### config.mk
export PLATFORM = sky130hd
export DESIGN_NAME = instr_fetch_unit
export DESIGN_NICKNAME = d
export VERILOG_FILES = /design/src/rtl/instr_fetch_unit.sv
export SDC_FILE = /design/constraint.sdc
export NUM_CORES = 1
export LEC_CHECK = 0
export CAP_MARGIN = 40
export CORE_MARGIN = 4
export CORE_UTILIZATION = 45
export CTS_CLUSTER_DIAMETER = 60
export DETAILED_ROUTE_END_ITERATION = 12
export GPL_TIMING_DRIVEN = 0
export MAX_ROUTING_LAYER = met4
export PLACE_DENSITY = 0.71
export SYNTH_ARGS = -nofsm -noshare
export SYNTH_HDL_FRONTEND = slang
export SYNTH_SLANG_ARGS = --single-unit
export TNS_END_PERCENT = 5
### constraint.sdc
create_clock -name clk_in -period 7.8 [get_ports clk_in]
set_clock_uncertainty 0.1 [all_clocks]
set_input_delay 0.78 -clock clk_in [delete_from_list [all_inputs] [get_ports clk_in]]
set_output_delay 0.78 -clock clk_in [all_outputs]
set_load 0.01 [all_outputs]
### src/rtl/instr_fetch_unit.sv
// instr_fetch_unit: FRiscV instruction fetch. Issues single-outstanding word
// fetches, buffers responses in a small FIFO and presents the head instruction
// with its PC and decoded op_code/func3/func7. Redirects flush buffered and
// in-flight fetches and restart at the new PC.
// Optional feature macro: IFU_MISALIGN_CHK_EN (misaligned-redirect detection).
module instr_fetch_unit #(
    parameter int                ADDR_W    = 32,
    parameter int                BUF_DEPTH = 2,
    parameter logic [ADDR_W-1:0] RESET_PC  = '0
) (
    input  logic              clk_in,
    input  logic              rst_n_in,
    output logic              imem_req_out,
    output logic [ADDR_W-1:0] imem_addr_out,
    input  logic              imem_gnt_in,
    input  logic              imem_rvalid_in,
    input  logic [31:0]       imem_rdata_in,
    output logic              instr_valid_out,
    input  logic              instr_ready_in,
    output logic [31:0]       instr_out,
    output logic [ADDR_W-1:0] instr_pc_out,
    output logic [6:0]        op_code_out,
    output logic [2:0]        func3_out,
    output logic [6:0]        func7_out,
    input  logic              redirect_in,
    input  logic [ADDR_W-1:0] redirect_pc_in,
    output logic              misalign_out
);
    localparam int PW = $clog2(BUF_DEPTH);
    localparam int CW = PW + 1;
    localparam logic [CW-1:0] DEPTH_C = CW'(BUF_DEPTH);

    typedef enum logic [1:0] {IDLE, REQ, WAIT, FLUSH} state_t;

    state_t            state, state_nxt, resume;
    logic [ADDR_W-1:0] addr_q, addr_nxt;          // address of current/next request
    logic [ADDR_W-1:0] flight_pc;                 // PC of the granted, in-flight fetch
    logic [ADDR_W-1:0] redir_pc_q, redir_pc_nxt;  // redirect parked while REQ waits for gnt
    logic              pend_q, pend_nxt;
    logic [ADDR_W-1:0] redir_pc;
    logic              redir_mis, misalign_q, mis_nxt;
    logic              push, pop;

    logic [31:0]       buf_instr [BUF_DEPTH];
    logic [ADDR_W-1:0] buf_pc    [BUF_DEPTH];
    logic [PW-1:0]     wr_ptr, rd_ptr;
    logic [CW-1:0]     count, count_after;

    assign redir_pc = {redirect_pc_in[ADDR_W-1:2], 2'b00};

`ifdef IFU_MISALIGN_CHK_EN
    assign redir_mis = redirect_in && (redirect_pc_in[1:0] != 2'b00);
`else
    // Low address bits are silently dropped; misalignment is never flagged.
    logic unused_low_bits;
    assign unused_low_bits = ^redirect_pc_in[1:0];
    assign redir_mis = 1'b0;
`endif

    assign pop             = (count != '0) && instr_ready_in;
    assign count_after     = pop ? count : count + CW'(1);  // occupancy after a push
    assign instr_valid_out = (count != '0);
    assign instr_out       = instr_valid_out ? buf_instr[rd_ptr] : '0;
    assign instr_pc_out    = instr_valid_out ? buf_pc[rd_ptr] : '0;
    assign op_code_out     = instr_out[6:0];
    assign func3_out       = instr_out[14:12];
    assign func7_out       = instr_out[31:25];
    assign imem_req_out    = (state == REQ);
    assign imem_addr_out   = addr_q;
    assign misalign_out    = misalign_q;

    // Next-state, next fetch address and push decision; redirect has priority.
    always_comb begin
        state_nxt    = state;
        addr_nxt     = addr_q;
        pend_nxt     = pend_q;
        redir_pc_nxt = redir_pc_q;
        push         = 1'b0;
        mis_nxt      = redirect_in ? redir_mis : misalign_q;
        resume       = mis_nxt ? IDLE : REQ;
        case (state)
            IDLE: begin
                if (redirect_in) begin
                    addr_nxt  = redir_pc;
                    state_nxt = resume;
                end else if (!misalign_q && count < DEPTH_C) begin
                    state_nxt = REQ;
                end
            end
            REQ: begin
                if (imem_gnt_in) begin
                    if (redirect_in) begin
                        addr_nxt  = redir_pc;
                        state_nxt = FLUSH;
                    end else if (pend_q) begin
                        addr_nxt  = redir_pc_q;
                        state_nxt = FLUSH;
                    end else begin
                        addr_nxt  = addr_q + ADDR_W'(4);
                        state_nxt = WAIT;
                    end
                    pend_nxt = 1'b0;
                end else if (redirect_in) begin
                    // Address must stay put until gnt; remember where to go.
                    pend_nxt     = 1'b1;
                    redir_pc_nxt = redir_pc;
                end
            end
            WAIT: begin
                if (redirect_in) begin
                    addr_nxt  = redir_pc;
                    state_nxt = imem_rvalid_in ? resume : FLUSH;
                end else if (imem_rvalid_in) begin
                    push      = 1'b1;
                    state_nxt = (count_after < DEPTH_C) ? REQ : IDLE;
                end
            end
            FLUSH: begin
                if (redirect_in) addr_nxt = redir_pc;
                if (imem_rvalid_in) state_nxt = resume;
            end
            default: state_nxt = IDLE;
        endcase
    end

    // Control state registers.
    always_ff @(posedge clk_in or negedge rst_n_in) begin
        if (!rst_n_in) begin
            state      <= IDLE;
            addr_q     <= RESET_PC;
            flight_pc  <= '0;
            pend_q     <= 1'b0;
            redir_pc_q <= '0;
            misalign_q <= 1'b0;
        end else begin
            state      <= state_nxt;
            addr_q     <= addr_nxt;
            pend_q     <= pend_nxt;
            redir_pc_q <= redir_pc_nxt;
            misalign_q <= mis_nxt;
            if (state == REQ && imem_gnt_in) flight_pc <= addr_q;
        end
    end

    // FIFO pointers and occupancy; a redirect empties the buffer.
    always_ff @(posedge clk_in or negedge rst_n_in) begin
        if (!rst_n_in) begin
            wr_ptr <= '0;
            rd_ptr <= '0;
            count  <= '0;
        end else if (redirect_in) begin
            wr_ptr <= '0;
            rd_ptr <= '0;
            count  <= '0;
        end else begin
            if (push) wr_ptr <= wr_ptr + PW'(1);
            if (pop)  rd_ptr <= rd_ptr + PW'(1);
            case ({push, pop})
                2'b10:   count <= count + CW'(1);
                2'b01:   count <= count - CW'(1);
                default: count <= count;
            endcase
        end
    end

    // FIFO storage; contents are only observed through count-gated outputs.
    always_ff @(posedge clk_in) begin
        if (push) begin
            buf_instr[wr_ptr] <= imem_rdata_in;
            buf_pc[wr_ptr]    <= flight_pc;
        end
    end
endmodule

==> results_tabular.tex, run 1 <==
\begin{tabular}{lr}
\hline
Metric & Value \\
\hline
\multicolumn{2}{l}{\textbf{Layout}} \\
\quad Layout cell share with drive strength beyond 1 & 15.3\% \\
\quad Post-route cell area & 12,800 um2 \\
\quad Layout Area Growth over Synthesis & 32.0\% \\
\quad Final \#Nets & 1,025 \\
\quad Layout fillers & 1,708 \\
\quad Layout Utilization & roughly three fifths \\
\multicolumn{2}{l}{\textbf{Clocking}} \\
\quad Num CTS Buffers & 24 \\
\quad Source-to-sink clock delay at the later pin of the worst-skew pair & 0.51 ns \\
\quad Max clock buf depth & 3 \\
\quad TritonCTS clock tree & done \\
\quad Number of buffers inserted by post-CTS setup repair & 0 \\
\quad Clock input transition at the sequential cells of the worst setup and hold paths & $\sim$0.060 ns \\
\quad CTS Hold Buffers Added & 0 \\
\quad Root Buffer & sky130\_fd\_sc\_hd\_\_clkbuf\_16 \\
\quad Clk sinks & 222 \\
\quad Post\_cts resized & 0 \\
\quad H-tree levels & 1 \\
\multicolumn{2}{l}{\textbf{Logic synthesis}} \\
\quad Average footprint of a synthesized cell & 13.3 um2 \\
\quad Synth Area in Simple Gates & 9.82\% \\
\quad Register bit count reported by yosys & around 220 \\
\quad Synth async-reset ratio & 44.1\% \\
\quad Cell with the most instances after synthesis & sky130\_fd\_sc\_hd\_\_edfxtp\_1 \\
\quad Yosys top cell by area & sky130\_fd\_sc\_hd\_\_edfxtp\_1 \\
\quad Multiplexer area fraction after synthesis & between 10\% and 20\% \\
\quad Sequential cell area fraction in the yosys report & 63.8\% \\
\quad Number of library cell types mapped by synthesis & 62 \\
\quad Synth Warn \# & 0 \\
\quad Cell types occupying the most area after synthesis & sky130\_fd\_sc\_hd\_\_edfxtp\_1, sky130\_fd\_sc\_hd\_\_dfrtp\_1, sky130\_fd\_sc\_hd\_\_mux2i\_1 \\
\quad Dominant register cell in the synthesized netlist & sky130\_fd\_sc\_hd\_\_edfxtp\_1 \\
\quad Netlist area before placement & 9670 um2 \\
\quad Combinational family with the most area after synthesis & multiplexers \\
\quad List of most frequent post-synthesis cells & sky130\_fd\_sc\_hd\_\_edfxtp\_1, sky130\_fd\_sc\_hd\_\_dfrtp\_1, sky130\_fd\_sc\_hd\_\_nor2\_1 \\
\quad Fraction of the mapped netlist area in adder cells & less than 1\% \\
\quad Share of the synthesized area in the top cell type & 38.5\% \\
\quad Number of synthesized flops with an enable pin & 124 \\
\quad Cell count after synthesis & 730 \\
\quad Compound-cell area share of the yosys netlist & 6.95\% \\
\quad Synth Area in XOR/XNOR & 2.08\% \\
\multicolumn{2}{l}{\textbf{Critical path}} \\
\quad Depth of the most critical reg-to-reg path & 6 \\
\quad Category of the worst setup path capture point & output port \\
\quad Arrival time of the worst setup path & 2.87 ns \\
\quad Type of element launching the critical path & flip-flop \\
\quad CP startpoint & count[1] \\
\quad Destination of the worst register-to-register timing path & buf\_instr[0][27] \\
\quad Largest fanout on the critical path & 10 \\
\quad Worst setup path category & flip-flop to output port \\
\quad Reg2reg setup slack & 5.25 ns \\
\quad Crit Reg-Reg Startpoint & state[0] \\
\quad Required time of the worst setup path & 6.92 ns \\
\multicolumn{2}{l}{\textbf{Floorplanning}} \\
\quad Height of the chip & $\sim$150 um \\
\quad Die area & 23,900 um2 \\
\quad Number of rows in the core area & 53 \\
\quad Horizontal extent of the die & 155 um \\
\quad Core outline area & 21,100 um2 \\
\quad Top Ports & around 190 \\
\quad Starting Density & between 40 and 50\% \\
\multicolumn{2}{l}{\textbf{STA}} \\
\quad Final total negative setup slack & 0 ns \\
\quad Final-report setup violation count & 0 \\
\quad Fin crit share & 48.1\% \\
\quad Max Freq & 266 MHz \\
\quad Slew Viols, Final & 0 \\
\quad Worst hold slack & 0.129 ns \\
\quad Relative max-transition margin & between 30\% and 40\% \\
\quad Worst-Margin Slew & 0.911 ns \\
\quad Hold violation total from the final report & 0 \\
\quad Setup repair after global routing missed its margin & false \\
\quad Clock period minus final worst setup slack & about 3.8 ns \\
\multicolumn{2}{l}{\textbf{Power}} \\
\quad Leak pwr & 4.67 nW \\
\quad Power per Cell Area & approximately 370 nW/um2 \\
\quad Post-layout total power & 4.79 mW \\
\quad Max VDD drop & 0.000207 V \\
\multicolumn{2}{l}{\textbf{Routing}} \\
\quad DRC violations left & 0 \\
\quad Vias per cell & between 5 and 6 \\
\quad Number of DRC markers in iteration 0 & roughly 350 \\
\quad Average wire length per cell after detail routing & 18.4 um \\
\quad DRT Wirelength & 22,900 um \\
\quad Overall via count from detail\_route & 6,590 \\
\quad Routed length on met3 & 1530 um \\
\quad Highest layer used for signal routing & met4 \\
\quad Number of routed nets with antenna violations & 0 \\
\quad Iteration count of the initial detailed-routing pass & 5 \\
\quad Metal-1 WL & 9870 um \\
\quad Met2 wire length & 11,100 um \\
\multicolumn{2}{l}{\textbf{Global route}} \\
\quad Global-route wire length before repair & around 37,000 um \\
\quad Vias in the first global route & 6,655 \\
\quad Residual overflow from global routing & 0 \\
\quad Maximum number of pins on one net before global-route repair & 65 \\
\quad Antenna violations before repair & 1 \\
\quad Total global-route track usage & 19.7\% \\
\multicolumn{2}{l}{\textbf{Worst hold path}} \\
\quad Tightest Hold Check Type & primary input to asynchronous set/reset pin \\
\multicolumn{2}{l}{\textbf{Run status}} \\
\quad Outcome & completed \\
\multicolumn{2}{l}{\textbf{Job}} \\
\quad Max Cap Violations & 0 \\
\multicolumn{2}{l}{\textbf{Placed design}} \\
\quad Total cell area at the placement stage & between 10,000 and 15,000 um2 \\
\quad Quantity of I/O buffers inserted on ports & 179 \\
\quad Post-detail-place hpwl & between 15,000 and 20,000 um \\
\quad Final RePlAce weighted congestion & around 0.89 \\
\hline
\end{tabular}
## where the power goes
group / switching (mW) / internal (mW) / total (mW)
sequential: 0.278 / 1.54 / 1.82
combinational: 0.910 / 0.979 / 1.89
clock: 0.430 / 0.647 / 1.08
total: 1.62 / 3.17 / 4.79
## metal layers
metal  global-route usage [%]  vias up
met2                     32.2      232
met4                     5.09        0
met1                     26.0     3189
met3                     3.02       37
met5                        -        -
li1                         -     3132
## how the worst max path moves through the flow
stage	endpoint	cells past startpoint	slack (ns)
2_1_floorplan	buf_instr[1][0]	4	1.20
3_3_place_gp	buf_instr[1][27]	5	-2.26
3_5_place_dp	buf_instr[0][27]	9	3.79
4_1_cts	instr_out[30]	7	3.91
5_1_grt	instr_out[30]	7	3.78
6_report	instr_out[30]	7	4.05
## cell usage in the layout (no fill, tap or decap), types with 6 or more instances in the layout
cell,n
sky130_fd_sc_hd__mux2i_1,63
sky130_fd_sc_hd__buf_2,17
sky130_fd_sc_hd__nand4_1,8
sky130_fd_sc_hd__buf_4,26
sky130_fd_sc_hd__buf_1,6
sky130_fd_sc_hd__clkbuf_1,22
sky130_fd_sc_hd__buf_6,9
sky130_fd_sc_hd__edfxtp_1,124
sky130_fd_sc_hd__clkbuf_16,25
sky130_fd_sc_hd__nand2_1,22
sky130_fd_sc_hd__o22ai_1,9
sky130_fd_sc_hd__and3_1,17
sky130_fd_sc_hd__mux2_1,11
sky130_fd_sc_hd__inv_1,7
sky130_fd_sc_hd__a221oi_1,8
sky130_fd_sc_hd__o21ai_0,18
sky130_fd_sc_hd__clkdlybuf4s50_1,178
sky130_fd_sc_hd__nor2_1,89
sky130_fd_sc_hd__a21oi_1,23
sky130_fd_sc_hd__dfrtp_1,98
sky130_fd_sc_hd__mux2_2,48
sky130_fd_sc_hd__o21ai_1,16
sky130_fd_sc_hd__nand3_1,13
sky130_fd_sc_hd__xnor2_1,10
sky130_fd_sc_hd__xor2_1,13
## stage by stage
stage                     instances  setup slack [ns]
after floorplan                 733              1.20
final                          1247              4.05
after global routing           1247              3.78
after detailed placement       1202              3.79
after global placement         1187             -2.26
after CTS                      1246              3.91
## registers in the layout, indices dropped and copies added, names as in the netlist
signal and flops:
redir_pc_q 30, misalign_out 1, rd_ptr 1, state 2
flight_pc 30, wr_ptr 1, count 2, pend_q 1
buf_pc 60, imem_addr_out 30, buf_instr 64
## cell type report
cell class / count / area [um2] / share of cell area, %
clock buffer: 35 / 693 / 5.43
inverter: 8 / 30.0 / 0.235
tap: 275 / 344 / 2.69
multi-input combinational: 444 / 3170 / 24.8
timing repair buffer: 194 / 1960 / 15.4
buffer: 59 / 322 / 2.52
sequential: 222 / 6180 / 48.4
antenna: 1 / 2.50 / 0.0196
clock inverter: 9 / 70.1 / 0.549
## worst max-delay path, cell delays in order (launching register included)
cell,delay (ns)
sky130_fd_sc_hd__dfrtp_1,0.40
sky130_fd_sc_hd__inv_1,0.09
sky130_fd_sc_hd__ha_1,0.14
sky130_fd_sc_hd__clkbuf_1,0.54
sky130_fd_sc_hd__clkbuf_1,0.44
sky130_fd_sc_hd__nor2_1,0.14
sky130_fd_sc_hd__buf_4,0.15
sky130_fd_sc_hd__clkdlybuf4s50_1,0.46
## logic make-up after synthesis
group           count (synthesis)
compound gates                106
xor+xnor                       23
fa+ha+maj                       2
buf+inv                        67
flops                         222
mux                           122
other cells                     1
simple gates                  187
(Power assumes the default switching activity.)
==> run 2: changes to the inputs <==
==> constraint.sdc (replaced) <==
create_clock -name clk_in -period 3.9 [get_ports clk_in]
set_clock_uncertainty 0.1 [all_clocks]
set_input_delay 0.39 -clock clk_in [delete_from_list [all_inputs] [get_ports clk_in]]
set_output_delay 0.39 -clock clk_in [all_outputs]
set_load 0.01 [all_outputs]
==> run 2 against run 1 <==
Against the previous run: cell count decreased by 0.40%; die area unchanged; critical endpoint is now instr_out[27]; global-route usage decreased by 0.21 points; power increased by 100%; wire length decreased by 0.70%; highest routed layer unchanged; hold slack improved by 0.17 ns; via count increased by 1.2%; critical path depth decreased by 1; first-iteration DRC count increased by 26%; sequential cell count unchanged; final area increased by 0.46%; non-clock buffer count decreased by 4.
==> results_tabular.tex, run 2 (synthesis gave the netlist of run 1 again) <==
\begin{tabular}{lr}
\hline
Metric & Value \\
\hline
\multicolumn{2}{l}{\textbf{Critical path}} \\
\quad Required time of the worst setup path & 3.41 ns (was 6.92 ns) \\
\quad Largest fanout on the critical path & 10 (unchanged) \\
\quad Reg2reg setup slack & 1.35 ns (was 5.25 ns) \\
\quad Type of element launching the critical path & flip-flop (unchanged) \\
\quad Worst setup path category & flip-flop to output port (unchanged) \\
\quad Arrival time of the worst setup path & 2.85 ns (was 2.87 ns) \\
\quad Cell with the largest stage delay on the worst path & sky130\_fd\_sc\_hd\_\_buf\_1 (was sky130\_fd\_sc\_hd\_\_clkbuf\_1) \\
\quad Crit Reg-Reg Startpoint & pend\_q (was state[0]) \\
\quad Category of the worst setup path capture point & output port (unchanged) \\
\quad Depth of the most critical reg-to-reg path & 5 (was 6) \\
\quad Crit-path cells & clkbuf\_1 -> buf\_1 -> mux2i\_1 -> nor2\_1 -> buf\_4 -> clkdlybuf4s50\_1 (was inv\_1 -> ha\_1 -> clkbuf\_1 -> clkbuf\_1 -> nor2\_1 -> buf\_4 -> clkdlybuf4s50\_1) \\
\quad Stage delay of the slowest cell on the critical path & 0.63 ns (was 0.54 ns) \\
\quad Destination of the worst register-to-register timing path & imem\_addr\_out[31] (was buf\_instr[0][27]) \\
\multicolumn{2}{l}{\textbf{Clocking}} \\
\quad Root Buffer & sky130\_fd\_sc\_hd\_\_clkbuf\_16 (unchanged) \\
\quad Number of buffers inserted by post-CTS setup repair & 0 (unchanged) \\
\quad Max clock buf depth & 3 (unchanged) \\
\quad Post\_cts resized & 0 (unchanged) \\
\quad Clk sinks & 222 (unchanged) \\
\quad Source-to-sink clock delay at the later pin of the worst-skew pair & 0.51 ns (about the same) \\
\quad Num CTS Buffers & 24 (unchanged) \\
\quad H-tree levels & 1 (unchanged) \\
\quad Clock input transition at the sequential cells of the worst setup and hold paths & 0.06 ns (about the same) \\
\quad TritonCTS clock tree & done (unchanged) \\
\multicolumn{2}{l}{\textbf{Floorplanning}} \\
\quad Starting Density & 45.9\% (unchanged) \\
\quad Number of rows in the core area & 53 (unchanged) \\
\quad Top Ports & 186 (unchanged) \\
\quad Height of the chip & 155 um (unchanged) \\
\quad Horizontal extent of the die & 155 um (unchanged) \\
\quad Core outline area & 21,100 um2 (unchanged) \\
\quad Die area & 23,900 um2 (unchanged) \\
\multicolumn{2}{l}{\textbf{Global route}} \\
\quad Antenna violations before repair & 0 (was 1) \\
\quad Total global-route track usage & 19.4\% (was 19.7\%) \\
\quad Vias in the first global route & 6,571 (was 6,655) \\
\quad Global-route wire length before repair & 36,000 um (was 36,600 um) \\
\quad Residual overflow from global routing & 0 (unchanged) \\
\quad Maximum number of pins on one net before global-route repair & 64 (was 65) \\
\multicolumn{2}{l}{\textbf{STA}} \\
\quad Max Freq & 299 MHz \\
\quad Fin crit share & 85.7\% \\
\quad Final total negative setup slack & 0 ns (unchanged) \\
\quad Setup repair after global routing missed its margin & false (unchanged) \\
\quad Relative max-transition margin & 39.6\% (was 38.9\%) \\
\quad Worst-Margin Slew & 0.903 ns (was 0.911 ns) \\
\quad Hold violation total from the final report & 0 (unchanged) \\
\quad Worst hold slack & 0.296 ns (was 0.129 ns) \\
\quad Final-report setup violation count & 0 (unchanged) \\
\quad Slew Viols, Final & 0 (unchanged) \\
\quad Clock period minus final worst setup slack & 3.34 ns \\
\multicolumn{2}{l}{\textbf{Layout}} \\
\quad Max FFs per register & 64 (unchanged) \\
\quad Final \#Nets & 1,021 (was 1,025) \\
\quad Most flops, register & buf\_instr (unchanged) \\
\quad Most frequent standard cell in the layout excluding fill and tap cells & sky130\_fd\_sc\_hd\_\_clkdlybuf4s50\_1 (unchanged) \\
\quad Layout cell share with drive strength beyond 1 & 15.2\% (was 15.3\%) \\
\quad Layout fillers & 1,695 (was 1,708) \\
\quad Layout Area Growth over Synthesis & 32.6\% (was 32.0\%) \\
\quad Number of diodes & 0 (was 1) \\
\quad Leading cell types in the layout, fill and taps excluded & sky130\_fd\_sc\_hd\_\_clkdlybuf4s50\_1, sky130\_fd\_sc\_hd\_\_edfxtp\_1, sky130\_fd\_sc\_hd\_\_dfrtp\_1 (unchanged) \\
\quad Largest regs & buf\_instr (64), buf\_pc (60) (unchanged) \\
\quad Layout Utilization & 60.8\% (was 60.5\%) \\
\quad Number of non-filler instances in the completed layout & 1,242 (was 1,247) \\
\quad Area of combinational cells with multiple inputs & 3180 um2 (was 3170 um2) \\
\quad Combined flip-flop and latch cell area & 6180 um2 (unchanged) \\
\multicolumn{2}{l}{\textbf{Routing}} \\
\quad Overall via count from detail\_route & 6,670 (was 6,590) \\
\quad DRT Wirelength & 22,800 um (was 22,900 um) \\
\quad Number of DRC markers in iteration 0 & 439 (was 349) \\
\quad Average wire length per cell after detail routing & 18.3 um (was 18.4 um) \\
\quad Number of routed nets with antenna violations & 0 (unchanged) \\
\quad Iteration count of the initial detailed-routing pass & 5 (unchanged) \\
\quad DRC violations left & 0 (unchanged) \\
\quad Vias per cell & 5.37 (was 5.28) \\
\multicolumn{2}{l}{\textbf{Placed design}} \\
\quad Final RePlAce weighted congestion & 0.894 (was 0.893) \\
\quad Placed cells & 1,197 (was 1,202) \\
\quad Post-detail-place hpwl & 16,500 um (was 16,800 um) \\
\quad Quantity of I/O buffers inserted on ports & 179 (unchanged) \\
\multicolumn{2}{l}{\textbf{Power}} \\
\quad Max VDD drop & 0.000382 V (was 0.000207 V) \\
\quad Power per Cell Area & 757 nW/um2 (was 375 nW/um2) \\
\quad Leak pwr & 4.70 nW (was 4.67 nW) \\
\multicolumn{2}{l}{\textbf{Worst hold path}} \\
\quad Tightest Hold Check Type & primary input to asynchronous set/reset pin (unchanged) \\
\multicolumn{2}{l}{\textbf{Run status}} \\
\quad Outcome & completed (unchanged) \\
\multicolumn{2}{l}{\textbf{Job}} \\
\quad Max Cap Violations & 0 (unchanged) \\
\hline
\end{tabular}
## run 2: changes by cell type in the layout (fill, tap and decap cells not counted), moves of 2 or more
cell / before / now
sky130_fd_sc_hd__clkinv_1: 5 / 3
sky130_fd_sc_hd__buf_6: 9 / 0
sky130_fd_sc_hd__bufinv_16: 1 / 3
sky130_fd_sc_hd__clkinv_2: 2 / 4
sky130_fd_sc_hd__clkinvlp_4: 2 / 0
sky130_fd_sc_hd__buf_8: 1 / 7
sky130_fd_sc_hd__buf_4: 26 / 23
## run 2: worst max-delay path: cells and delay by family (launching register included)
kind | cells | cell delay, ns
muxes | 1 | 0.16
DFF | 1 | 0.32
buffers and inverters | 4 | 1.69
and+or+nand+nor | 1 | 0.17
## run 2: where the power goes
group / internal, mW / switching, mW
Sequential: 3.09 / 0.568
Combinational: 1.97 / 1.81
Clock: 1.41 / 0.875
## run 2: per-layer routing
layer / routed length (um) / global-route usage (%) / up-vias
li1: - / - / 3115
met1: 9470 / 26.0 / 3238
met2: 11200 / 31.9 / 286
met3: 1790 / 2.88 / 31
met4: 299 / 4.29 / 0
met5: 0 / - / -
## run 2: what timing repair did
item                                   in CTS  in global routing
hold buffers                                1                  0
setup endpoints to repair                   0                  0
endpoints found under the hold margin      35                  0
## run 2: area by class of cell
type / count / area share [%]
sequential: 222 / 48.1
multi-input combinational: 444 / 24.8
timing repair buffer: 190 / 15.3
clock buffer: 33 / 5.27
tap: 275 / 2.68
buffer: 59 / 2.51
clock inverter: 11 / 1.03
inverter: 8 / 0.234
## run 2: how the worst max path moves through the flow
stage,from,end,slack [ns],cells after the start
global placement,redirect_in,buf_instr[1][26],-2.28,5
detailed placement,redirect_in,buf_instr[0][28],0.73,7
floorplan,redirect_in,buf_instr[0][0],-0.12,4
finish,rd_ptr,instr_out[27],0.56,6
global route,rd_ptr,instr_out[27],0.24,6
CTS,rd_ptr,instr_out[27],0.41,6
## run 2: stage by stage
stage	setup WS, ns	instance area [um2]	total power [mW]
3_3_place_gp	-2.28	11800	7.39
2_1_floorplan	-0.117	9700	5.66
4_1_cts	0.412	12800	9.81
3_5_place_dp	0.730	12000	7.50
5_1_grt	0.243	12800	10.3
6_report	0.559	12800	9.71
==> edit, RTL diff (config.mk and constraints of run 1) <==
The option `IFU_MISALIGN_CHK_EN` is turned on by a define.
--- a/src/rtl/instr_fetch_unit.sv
+++ b/src/rtl/instr_fetch_unit.sv
@@ -3,6 +3,8 @@
 // with its PC and decoded op_code/func3/func7. Redirects flush buffered and
 // in-flight fetches and restart at the new PC.
 // Optional feature macro: IFU_MISALIGN_CHK_EN (misaligned-redirect detection).
+`define IFU_MISALIGN_CHK_EN
+
 module instr_fetch_unit #(
     parameter int                ADDR_W    = 32,
     parameter int                BUF_DEPTH = 2,
Check against the original RTL: not equivalent (a bounded check fails within 4 cycles, from zero or initial values and one cycle with rst_n_in low).
==> edit against run 1 <==
Power fell by 0.55%. Final area about the same. Setup slack got worse by 0.16 ns. Sequential cell count stayed put. Area after synthesis grew 0.63%. Global-route usage down 0.15 points. Critical path depth decreased by 1. Core utilization fell by 0.23 points. Routed wire length rose by 1.0%. Largest cell class unchanged.
==> edit: results (changes against run 1) <==
INFO  metric status = complete, no violations
INFO  metric grt.met3_usage = 0.0264 (-0.00379)
INFO  metric place.detailed.instances = 1203 (+0.083%)
INFO  metric postSynthCellCount = 731 (+0.14%)
INFO  metric unique_masters_post_synth = 55 (-11%)
INFO  metric yosys-top-cells-count = sky130_fd_sc_hd__edfxtp_1, sky130_fd_sc_hd__dfrtp_1, sky130_fd_sc_hd__nor2_1
INFO  metric detailed_place.area = 12000 um^2 (+0.25%)
INFO  metric gp_congestion = 0.908 (+1.6%)
INFO  metric post-dp-hpwl = 16700 um (-0.36%)
INFO  metric clock_buffer_count = 31 (-11%)
INFO  metric num_antenna_cells = 0 (-1)
INFO  metric dr_wl_met3 = 1430 um (-6.7%)
INFO  metric ys_seq_area_frac = 0.634 (-0.00402)
INFO  metric ir_worst_vdd = 0.250 mV (+21%)
INFO  metric setup.reg_to_reg.worst_slack = 5.11 ns (-0.14 ns)
INFO  metric placement.setup.worst_slack = 4.13 ns (+0.341 ns)
INFO  metric capturing_point_of_the_worst_reg2reg_path = imem_addr_out[31]
INFO  metric fillCellCount = 1667 (-2.4%)
INFO  metric multi_input_area_share = 0.252 (+0.00341)
INFO  metric static-leakage-power = 4.70 nW (+0.56%)
INFO  metric total_standard_cell_area_after_synthesis = 9740 um^2 (+0.63%)
INFO  metric final_layout_size_suffix_gt1_frac = 0.163 (+0.00944)
INFO  metric transition_time_of_the_tightest_slew_check_pin = 0.892 ns (-0.0184 ns)
INFO  metric num-multi-input-gates = 443 (-0.23%)
INFO  metric timing.critical_path.slowest_cell_delay = 0.65 ns (+0.11 ns)
INFO  metric area_share_nonclk_buffers = 0.178 (-0.000465)
## edit: cell count changes in the layout (fill, tap and decap cells not counted), moves of 5 or more
cell                       before  now
sky130_fd_sc_hd__clkbuf_1      22   31
sky130_fd_sc_hd__mux2_2        48   60
sky130_fd_sc_hd__buf_2         17    9
sky130_fd_sc_hd__nor2_1        89   83
sky130_fd_sc_hd__buf_4         26   35
sky130_fd_sc_hd__mux2_1        11    0
sky130_fd_sc_hd__o221ai_1       0    5
sky130_fd_sc_hd__xnor2_1       10   15
sky130_fd_sc_hd__a21oi_1       23   34
sky130_fd_sc_hd__o21ai_1       16    2
sky130_fd_sc_hd__buf_6          9    4
## edit: power by group through the flow
stage / Combinational (mW) / Clock [mW] / Sequential [mW]
after global routing: 2.05 / 1.12 / 1.87
after CTS: 1.90 / 1.07 / 1.83
after detailed placement: 1.89 / 0 / 1.85
final: 1.88 / 1.05 / 1.84
after floorplan: 1.05 / 0 / 1.79
after global placement: 1.85 / 0 / 1.84
## edit: worst reg2reg max path, stage by stage, from the launching register on
cell and delay [ns]:
sky130_fd_sc_hd__dfrtp_1 0.38, sky130_fd_sc_hd__or3b_2 0.20, sky130_fd_sc_hd__clkbuf_1 0.44, sky130_fd_sc_hd__clkbuf_1 0.60
sky130_fd_sc_hd__nand2_1 0.49, sky130_fd_sc_hd__o22ai_1 0.28, sky130_fd_sc_hd__o22ai_2 0.10
## edit: logic make-up after synthesis
family | after synthesis | share of synthesized area
flip-flops | 222 | 0.634
AND/OR/NAND/NOR | 187 | 0.101
multiplexers | 126 | 0.137
AO/OA/AOI/OAI | 99 | 0.0641
buffers and inverters | 69 | 0.0382
XOR/XNOR | 25 | 0.0225
adder cells (fa/ha/maj) | 2 | 0.00257
other | 1 | 0.000385
